## config.mk

```make
export PLATFORM = sky130hd
export DESIGN_NAME = cpc_config_loader
export DESIGN_NICKNAME = d
export VERILOG_FILES = /design/src/rtl/cpc_cfg_pkg.sv /design/src/rtl/cfg_read_timer.sv /design/src/rtl/cpc_config_loader.sv
export SDC_FILE = /design/constraint.sdc
export NUM_CORES = 1
export LEC_CHECK = 0
export CAP_MARGIN = 30
export CORE_MARGIN = 4
export CORE_UTILIZATION = 37
export CTS_CLUSTER_SIZE = 24
export DETAILED_ROUTE_END_ITERATION = 16
export DONT_BUFFER_PORTS = 1
export PLACE_DENSITY = 0.51
export SLEW_MARGIN = 20
export SYNTH_ARGS = -nofsm -noshare
export SYNTH_HDL_FRONTEND = slang
export SYNTH_SLANG_ARGS = --single-unit
```

## constraint.sdc

```tcl
create_clock -name clk -period 7.98 [get_ports clk]
set_input_delay 1.596 -clock clk [delete_from_list [all_inputs] [get_ports clk]]
set_output_delay 1.596 -clock clk [all_outputs]
set_load 0.005 [all_outputs]
```

## src/rtl/cpc_cfg_pkg.sv

```systemverilog
// Shared definitions for the configuration loader: FSM encoding, default magic
// byte and the bit positions of the decoded feature flags inside cfg.
package cpc_cfg_pkg;

  typedef enum logic [1:0] {
    ST_SETTLE = 2'd0,
    ST_READ   = 2'd1,
    ST_CHECK  = 2'd2,
    ST_RUN    = 2'd3
  } cfg_state_e;

  localparam logic [7:0] CFG_MAGIC_DEFAULT = 8'hCF;

  localparam int unsigned VGA_BYTE  = 0;
  localparam int unsigned VGA_BIT   = 0;
  localparam int unsigned SCAN_BYTE = 0;
  localparam int unsigned SCAN_BIT  = 1;

  // Byte index covers magic + up to 16 payload bytes + checksum.
  localparam int unsigned CFG_IDX_W = 5;

endpackage

```

## src/rtl/cfg_read_timer.sv

```systemverilog
// Paces SRAM byte reads: a READ_WAIT-clock down-counter whose terminal count
// raises a one-clock sample strobe, then reloads for the next byte.
module cfg_read_timer #(
  parameter int unsigned READ_WAIT = 2
) (
  input  logic clk,
  input  logic rst,
  input  logic load_i,
  input  logic run_i,
  output logic sample_o
);

  localparam int unsigned CNT_W = (READ_WAIT > 1) ? $clog2(READ_WAIT) : 1;
  localparam logic [CNT_W-1:0] CNT_LAST = CNT_W'(READ_WAIT - 1);

  logic [CNT_W-1:0] cnt_q, cnt_d;

  always_comb begin
    cnt_d = cnt_q;
    if (load_i) begin
      cnt_d = CNT_LAST;
    end else if (run_i) begin
      if (cnt_q == '0) cnt_d = CNT_LAST;
      else             cnt_d = cnt_q - CNT_W'(1);
    end
  end

  always_ff @(posedge clk or posedge rst) begin
    if (rst) cnt_q <= '0;
    else     cnt_q <= cnt_d;
  end

  assign sample_o = run_i && !load_i && (cnt_q == '0);

endmodule

```

## src/rtl/cpc_config_loader.sv

```systemverilog
// Power-up configuration loader: waits for SRAM to settle, reads a magic byte,
// N payload bytes and an XOR checksum, then releases the system reset.
//
// state     | meaning
// ----------+-----------------------------------------------------------
// ST_SETTLE | power-up wait of WAIT_CYCLES clocks, system held in reset
// ST_READ   | reading image bytes 0..N+1 into the shadow buffer
// ST_CHECK  | one clock: validate image, publish shadow or default cfg
// ST_RUN    | system running, bus released, reload accepted
module cpc_config_loader
  import cpc_cfg_pkg::*;
#(
  parameter int unsigned ADDR_W      = 21,
  parameter logic [ADDR_W-1:0] CFG_BASE = 21'h07FF00,
  parameter int unsigned CFG_BYTES   = 4,
  parameter int unsigned WAIT_CYCLES = 16000,
  parameter int unsigned READ_WAIT   = 2,
  parameter logic [7:0]  MAGIC       = CFG_MAGIC_DEFAULT,
  parameter logic [8*CFG_BYTES-1:0] DEFAULT_CFG = '0
) (
  input  logic                     clk,
  input  logic                     rst,
  input  logic                     reload,
  output logic [ADDR_W-1:0]        sram_addr,
  input  logic [7:0]               sram_data_i,
  output logic                     sram_we_n,
  output logic                     bus_owner,
  output logic                     pwon_reset_n,
  output logic                     cfg_valid,
  output logic [8*CFG_BYTES-1:0]   cfg,
  output logic                     vga_on,
  output logic                     scanlines_on
);

  localparam int unsigned WAIT_LAST = (WAIT_CYCLES > 0) ? WAIT_CYCLES - 1 : 0;
  localparam int unsigned SET_W     = (WAIT_CYCLES > 1) ? $clog2(WAIT_CYCLES) : 1;
  localparam int unsigned IDX_W     = CFG_IDX_W;
  localparam logic [IDX_W-1:0] LAST_IDX = IDX_W'(CFG_BYTES + 1);

  cfg_state_e state_q, state_d;
  logic [SET_W-1:0]         settle_q, settle_d;
  logic [IDX_W-1:0]         idx_q, idx_d;
  logic [8*CFG_BYTES-1:0]   shadow_q, shadow_d;
  logic [8*CFG_BYTES-1:0]   cfg_q, cfg_d;
  logic [7:0]               xor_q, xor_d;
  logic                     magic_ok_q, magic_ok_d;
  logic                     sum_ok_q, sum_ok_d;
  logic                     valid_q, valid_d;
  logic                     timer_load;
  logic                     sample;

  cfg_read_timer #(
    .READ_WAIT (READ_WAIT)
  ) u_read_timer (
    .clk      (clk),
    .rst      (rst),
    .load_i   (timer_load),
    .run_i    (state_q == ST_READ),
    .sample_o (sample)
  );

  always_comb begin
    state_d    = state_q;
    settle_d   = settle_q;
    idx_d      = idx_q;
    shadow_d   = shadow_q;
    cfg_d      = cfg_q;
    xor_d      = xor_q;
    magic_ok_d = magic_ok_q;
    sum_ok_d   = sum_ok_q;
    valid_d    = valid_q;
    timer_load = 1'b0;

    unique case (state_q)
      ST_SETTLE: begin
        if (settle_q == SET_W'(WAIT_LAST)) begin
          state_d    = ST_READ;
          settle_d   = '0;
          idx_d      = '0;
          xor_d      = '0;
          timer_load = 1'b1;
        end else begin
          settle_d = settle_q + SET_W'(1);
        end
      end
      ST_READ: begin
        if (sample) begin
          if (idx_q == LAST_IDX) begin
            sum_ok_d = (xor_q == sram_data_i);
            idx_d    = '0;
            state_d  = ST_CHECK;
          end else begin
            xor_d = xor_q ^ sram_data_i;
            idx_d = idx_q + IDX_W'(1);
          end
          if (idx_q == '0) magic_ok_d = (sram_data_i == MAGIC);
          for (int k = 0; k < int'(CFG_BYTES); k++) begin
            if (idx_q == IDX_W'(k + 1)) shadow_d[8*k +: 8] = sram_data_i;
          end
        end
      end
      ST_CHECK: begin
        state_d = ST_RUN;
        if (magic_ok_q && sum_ok_q) begin
          cfg_d   = shadow_q;
          valid_d = 1'b1;
        end else begin
          cfg_d   = DEFAULT_CFG;
          valid_d = 1'b0;
        end
      end
      ST_RUN: begin
        // Sampled only here, so pulses during a load are dropped, not queued.
        if (reload) begin
          state_d    = ST_READ;
          idx_d      = '0;
          xor_d      = '0;
          timer_load = 1'b1;
        end
      end
      default: state_d = ST_SETTLE;
    endcase
  end

  always_ff @(posedge clk or posedge rst) begin
    if (rst) begin
      state_q    <= ST_SETTLE;
      settle_q   <= '0;
      idx_q      <= '0;
      shadow_q   <= '0;
      cfg_q      <= DEFAULT_CFG;
      xor_q      <= '0;
      magic_ok_q <= 1'b0;
      sum_ok_q   <= 1'b0;
      valid_q    <= 1'b0;
    end else begin
      state_q    <= state_d;
      settle_q   <= settle_d;
      idx_q      <= idx_d;
      shadow_q   <= shadow_d;
      cfg_q      <= cfg_d;
      xor_q      <= xor_d;
      magic_ok_q <= magic_ok_d;
      sum_ok_q   <= sum_ok_d;
      valid_q    <= valid_d;
    end
  end

  assign sram_addr    = CFG_BASE + ADDR_W'(idx_q);
  assign sram_we_n    = 1'b1;
  assign pwon_reset_n = (state_q == ST_RUN);
  assign bus_owner    = (state_q != ST_RUN);
  assign cfg_valid    = valid_q;
  assign cfg          = cfg_q;
  assign vga_on       = cfg_q[VGA_BYTE*8 + VGA_BIT];
  assign scanlines_on = cfg_q[SCAN_BYTE*8 + SCAN_BIT];

endmodule

```

* Word-level counts from Yosys, hierarchy flattened
Index checks and enable logic that the tools add are counted.
** Word-level totals
- Bits of input ports :: 11
- Word-level logic and storage cells :: 77
- Output and inout bits :: 59
- Register bits after elaboration :: 97
** Cells by class
- Equality and inequality tests :: 17
- Multiplexer cells :: 24
- Reductions and logical operators :: 17
- Add/subtract/negate cells :: 4
- Bitwise logic cells :: 2
** Operator list (number)
- $mux W32 :: 1
- $mux W8 :: 4
- $pmux W8 S3 :: 1
- $add A19 B5 Y20 const A :: 1
- $mux W5 :: 4
- $reduce_and A3 Y1 :: 6
- $pmux W5 S3 :: 1
- $add A14 B1 Y14 const B :: 1
- $eq A14 B14 Y1 const B :: 1
- $mux W14 :: 1
- $ne A2 B2 Y1 const B :: 6
- $eq A5 B2 Y1 const B :: 2
- $eq A5 B3 Y1 const B :: 2
- $eq A8 B8 Y1 :: 1
- $eq A8 B8 Y1 const B :: 1
- $mux W2 :: 4
- $pmux W2 S4 :: 1
- $reduce_and A4 Y1 :: 2
- $xor A8 B8 Y8 :: 1
- $mux W1 :: 6
- $add A5 B1 Y5 const B :: 1
- $eq A5 B1 Y1 const B :: 1
- $logic_not A5 Y1 :: 1
- $reduce_and A5 Y1 :: 1
- 10 further kinds :: 13

* Longest topological paths before layout
- Word-level depth :: 8
- Gate-level depth with buffers :: 8
- Gate-level depth less buffers :: 6

* Modules after synthesis
Synthesis repeated with hierarchy kept, for this count alone.
** Second synthesis, totals
- Cells, all modules :: 362
- Area, all modules :: 4396.7 sq um
** Modules (own cells, without submodules)
- cpc_config_loader :: instances 1, area each 4345.4 sq um, cells an instance 357
- cfg_read_timer :: instances 1, area each 51.3 sq um, cells an instance 5

* Worst setup path before layout
OpenSTA, ideal clock, no wires.
- Kind :: input-to-reg
- From :: input port reload
- To :: register xor_q[0]
- Cell stages on the path :: 4
- Setup slack :: 5.288 ns
- Data required time :: 7.848 ns
- Arrival :: 2.560 ns
- Path buffers :: 1
- Library setup time :: 0.132 ns
- Cells stage by stage :: a2bb2oi_1 > or4b_1 > buf_2 > o2bb2ai_1
** Between the ends
- Cells in the longest elaborated chain, start to end :: 7
** RTL lines
- from (decl) :: RTL line cpc_config_loader.sv:23 : input logic reload,
- $mux W1 :: RTL line cpc_config_loader.sv:114 : if (reload) begin
- $pmux W1 S2 :: RTL line cpc_config_loader.sv:74 : unique case (state_q)
- $logic_not A1 Y1 :: RTL line cfg_read_timer.sv:33 : assign sample_o = run_i && !load_i && (cnt_q == '0);
- $logic_and A1 B1 Y1 (2 in series) :: RTL line cfg_read_timer.sv:33
- $ne A2 B2 Y1 (no source line)
- $reduce_and A5 Y1 (no source line) *
- to (signal assigned) :: RTL line cpc_config_loader.sv:142 : xor_q <= xor_d;
- to (decl) :: RTL line cpc_config_loader.sv:45 : logic [7:0] xor_q, xor_d;
Every way passes the cells marked *; elsewhere a longest branch is shown, timed or not.
A chain may end at the register's enable or synchronous reset.

* Final worst setup path
- From :: register state_q[1]
- To :: output port bus_owner
** Between the ends
- Cells in the longest elaborated chain, start to end :: 1
** RTL lines
- from (decl) :: RTL line cpc_config_loader.sv:40 : cfg_state_e state_q, state_d;
- from (signal assigned) :: RTL line cpc_config_loader.sv:137 : state_q <= state_d;
- $ne A2 B2 Y1 :: RTL line cpc_config_loader.sv:152 : assign bus_owner = (state_q != ST_RUN);
- to (decl) :: RTL line cpc_config_loader.sv:27 : output logic bus_owner,
No other way between the ends.

==> tab_implementation.tex <==
\begin{tabular}{lr}
\hline
Metric & Value \\
\hline
\multicolumn{2}{l}{\textbf{STA}} \\
\quad Total negative slack for setup checks & 0 ns \\
\quad Post-route fraction of the period consumed by the critical path & approximately 34\% \\
\quad Max Transition Viols Final & 0 \\
\quad Top achievable clock speed & about 370 MHz \\
\quad Hold violation count in the final report & 0 \\
\quad Minimum clock period & approximately 2.7 ns \\
\quad Unrepaired setup endpoints after global routing & no \\
\quad Max-slew headroom at the worst pin & a little over half \\
\quad Setup-failing EPs final & 0 \\
\quad Worst Tran Pin Value & slightly below 0.7 ns \\
\quad Clk\_skew & around 0.0064 ns \\
\multicolumn{2}{l}{\textbf{Floorplan}} \\
\quad Placeable Area & around 12,000 µm² \\
\quad Die ar. & between 10,000 and 15,000 µm² \\
\quad Overall die width & $\sim$120 µm \\
\quad Site row count & 39 \\
\quad Number of ports placed on the die boundary & 70 \\
\quad Initial core utilization & between 30\% and 40\% \\
\quad Vertical die dimension & 117 µm \\
\multicolumn{2}{l}{\textbf{Worst setup path}} \\
\quad Endpoint class of the critical path & output port \\
\quad CP startpoint kind & flip-flop \\
\quad Biggest fanout along the worst timing path & 5 \\
\quad Required time reported for the critical path endpoint & 6.38 ns \\
\quad Endpoint arrival time on the critical path & $\sim$1.1 ns \\
\quad Reg-to-Reg Start & state\_q[1] \\
\quad Critical setup path kind & flip-flop to output port \\
\quad Critical path origin & state\_q[1] \\
\multicolumn{2}{l}{\textbf{Cells and area}} \\
\quad Most frequent cells in the layout & sky130\_fd\_sc\_hd\_\_dfrtp\_1 (97), sky130\_fd\_sc\_hd\_\_mux2\_2 (35), sky130\_fd\_sc\_hd\_\_a22o\_1 (32), sky130\_fd\_sc\_hd\_\_inv\_1 (18), sky130\_fd\_sc\_hd\_\_conb\_1 (17) \\
\quad Number of inserted diodes & 0 \\
\quad Most common library cell in the layout ignoring fill and taps & sky130\_fd\_sc\_hd\_\_dfrtp\_1 \\
\quad Fraction of layout cells with a size suffix above 1 & between 15 and 20\% \\
\quad Syn-to-layout area delta & 9.26\% \\
\quad Final layout net count & about 380 \\
\multicolumn{2}{l}{\textbf{CTS}} \\
\quad CTS tree & yes \\
\quad Clock sink total & 97 \\
\quad Cts hold-fix bufs & 0 \\
\quad Cts bufs inserted & 9 \\
\quad Number of gates given a new drive strength after cts & 0 \\
\quad Worst-Skew Late Latency & about 0.35 ns \\
\quad Postcts setup bufs & 0 \\
\quad Clock transition time at the flip-flop clock pins of the worst setup and hold paths & 0.07 ns \\
\quad Buffer levels on the longest clock path & 2 \\
\quad Clock root buffer & sky130\_fd\_sc\_hd\_\_clkbuf\_16 \\
\quad Count of H-tree levels built during CTS & 3 \\
\multicolumn{2}{l}{\textbf{Synth}} \\
\quad Synth Flop Type & sky130\_fd\_sc\_hd\_\_dfrtp\_1 \\
\quad Post-synthesis cell area & around 4400 µm² \\
\quad Synthesized netlist cell count & 359 \\
\quad Proportion of register bits with asynchronous set or reset after synthesis & between 90\% and 100\% \\
\quad Synthesis warning total & 0 \\
\quad Flops \& latches, synth & 97 \\
\quad Seq/Total Area, Yosys & between 50\% and 60\% \\
\quad Number of flops mapped to enable cells by yosys & 0 \\
\quad Distinct cell type count of the synthesized netlist & 40 \\
\quad Mean cell area of the mapped netlist & 12.2 µm² \\
\multicolumn{2}{l}{\textbf{Route}} \\
\quad Total via count after detailed routing & between 2,000 and 3,000 \\
\quad Vias per cell & $\sim$5.4 \\
\quad Post-detailed-routing wire length & 9.29 mm \\
\quad First drt pass iteration count & 4 \\
\quad DR DRC count & 0 \\
\quad Count of antenna-violating nets left after detailed routing & 0 \\
\quad Initial detailed-routing violation count & roughly 140 \\
\quad Average wire per standard cell & $\sim$18 µm \\
\multicolumn{2}{l}{\textbf{Global routing}} \\
\quad Antenna violations before repair & 0 \\
\quad Pin count of the biggest net entering global routing & 53 \\
\quad Total routing resource utilization after global routing & about 15\% \\
\quad Global-route wire length before repair & 15.0 mm \\
\quad Global route overflow & 0 \\
\quad Number of global-route vias before repair & between 2,000 and 3,000 \\
\multicolumn{2}{l}{\textbf{Pwr}} \\
\quad Leakage power of the design & 2.20 nW \\
\quad Cell area power density & $\sim$320 nW/µm² \\
\quad Combinational group share of total power & 26.6\% \\
\quad Fraction of power consumed by sequential logic & between 40\% and 50\% \\
\quad P\_int & 1.02 mW \\
\quad Net switching fraction of the power & between 30\% and 40\% \\
\quad Share of power burned in the clock network & 29.3\% \\
\quad Total chip power & between 1.5 and 2 mW \\
\quad Power spent charging and discharging nets & slightly below 0.5 mW \\
\quad Peak supply drop & around 0.00017 V \\
\multicolumn{2}{l}{\textbf{Run status}} \\
\quad Result of the run & completed \\
\multicolumn{2}{l}{\textbf{Flow run}} \\
\quad Max Cap Viol & 0 \\
\multicolumn{2}{l}{\textbf{Placed design}} \\
\quad Port buffer count & 0 \\
\quad Final HPWL from detailed placement & around 6.4 mm \\
\quad GP Congestion & 0.791 \\
\multicolumn{2}{l}{\textbf{Worst hold path}} \\
\quad Beginning of the worst hold path & shadow\_q[19] \\
\quad Class of the tightest hold or removal check & flip-flop to flip-flop \\
\hline
\end{tabular}
==> layer usage <==
metal,wire length [µm],track usage (%)
met5,0,0
met1,4250,19.6
met3,612,5.81
met2,4320,22.3
met4,108,3.90
==> cells in the mapped netlist, drive strengths merged (2+ instances only) <==
library cell | count | area, µm²
buf | 23 | 160
and3 | 4 | 25.0
a22o | 32 | 280
a32oi | 8 | 70.1
nor3 | 12 | 60.1
nand4 | 5 | 31.3
mux2 | 35 | 394
nand2 | 11 | 41.3
o21ai | 3 | 15.0
inv | 19 | 71.3
dfrtp | 97 | 2430
nand3 | 9 | 45.0
nor4 | 8 | 50.1
nor2 | 14 | 52.6
xor2 | 11 | 96.3
o2111ai | 2 | 17.5
ha | 11 | 138
xnor2 | 10 | 87.6
o2bb2ai | 10 | 87.6
clkbuf | 12 | 45.0
mux2i | 3 | 30.0
nand3b | 3 | 22.5
conb | 2 | 7.51
or3b | 2 | 20.0
==> path summary, 6_finish.rpt <==
| check | endpoint | slack [ns] | cells after the start |
|---|---|---|---|
| min | cfg[19] | 0.49 | 1 |
| max reg2reg | shadow_q[1] | 5.39 | 6 |
| min in group asynchronous | cfg[30] | 1.01 | 1 |
| max | bus_owner | 5.25 | 2 |
| max in group asynchronous | shadow_q[24] | 5.90 | 3 |
| min reg2reg | cfg[19] | 0.49 | 1 |
==> worst max-delay path: stages (launching register included) <==
cell and delay [ns]:
sky130_fd_sc_hd__dfrtp_1 0.43, sky130_fd_sc_hd__ha_1 0.25, sky130_fd_sc_hd__inv_1 0.10
==> kinds of logic after synthesis <==
| family | Yosys count | synth area share [%] |
|---|---|---|
| AO/OA/AOI/OAI | 63 | 12.5 |
| XOR/XNOR | 21 | 4.19 |
| adder cells (fa/ha/maj) | 11 | 3.14 |
| buffers and inverters | 54 | 6.30 |
| flip-flops | 97 | 55.3 |
| multiplexers | 38 | 9.66 |
| other | 2 | 0.171 |
| AND/OR/NAND/NOR | 73 | 8.78 |
==> power by group through the flow <==
stage	registers (mW)	logic, mW	clock network (mW)
after floorplan	0.656	0.329	0
after global placement	0.675	0.386	0
after detailed placement	0.678	0.406	0
after CTS	0.668	0.405	0.455
after global routing	0.684	0.454	0.479
final	0.668	0.402	0.443
==> layout make-up <==
class,count,area [µm²]
Fill cell,1112,6720
Tap cell,143,179
Timing Repair Buffer,7,72.6
Clock inverter,7,76.3
Clock buffer,9,225
Multi-Input combinational cell,223,1740
Sequential cell,97,2430
Inverter,19,73.8
==> sequential cells by signal, summed over array words and instances (netlist names) <==
| register | cells |
|---|---|
| cfg | 32 |
| cfg_valid | 1 |
| idx_q | 5 |
| magic_ok_q | 1 |
| settle_q | 14 |
| shadow_q | 32 |
| state_q | 2 |
| sum_ok_q | 1 |
| u_read_timer.cnt_q | 1 |
| xor_q | 8 |
==> metrics by stage <==
step           area [µm²]  hold slack, ns  utilization [%]  instances  setup slack (ns)
6_report             4800           0.487             41.6        505              5.25
5_1_grt              4800           0.512             41.6        505              5.09
4_1_cts              4800           0.488             41.6        505              5.22
3_5_place_dp         4490           0.471             39.0        489              5.08
3_3_place_gp         4460           0.469             38.7        487              5.09
2_1_floorplan        4450           0.457                -        374              3.85
No activity file was read; power rests on OpenSTA's default activity.
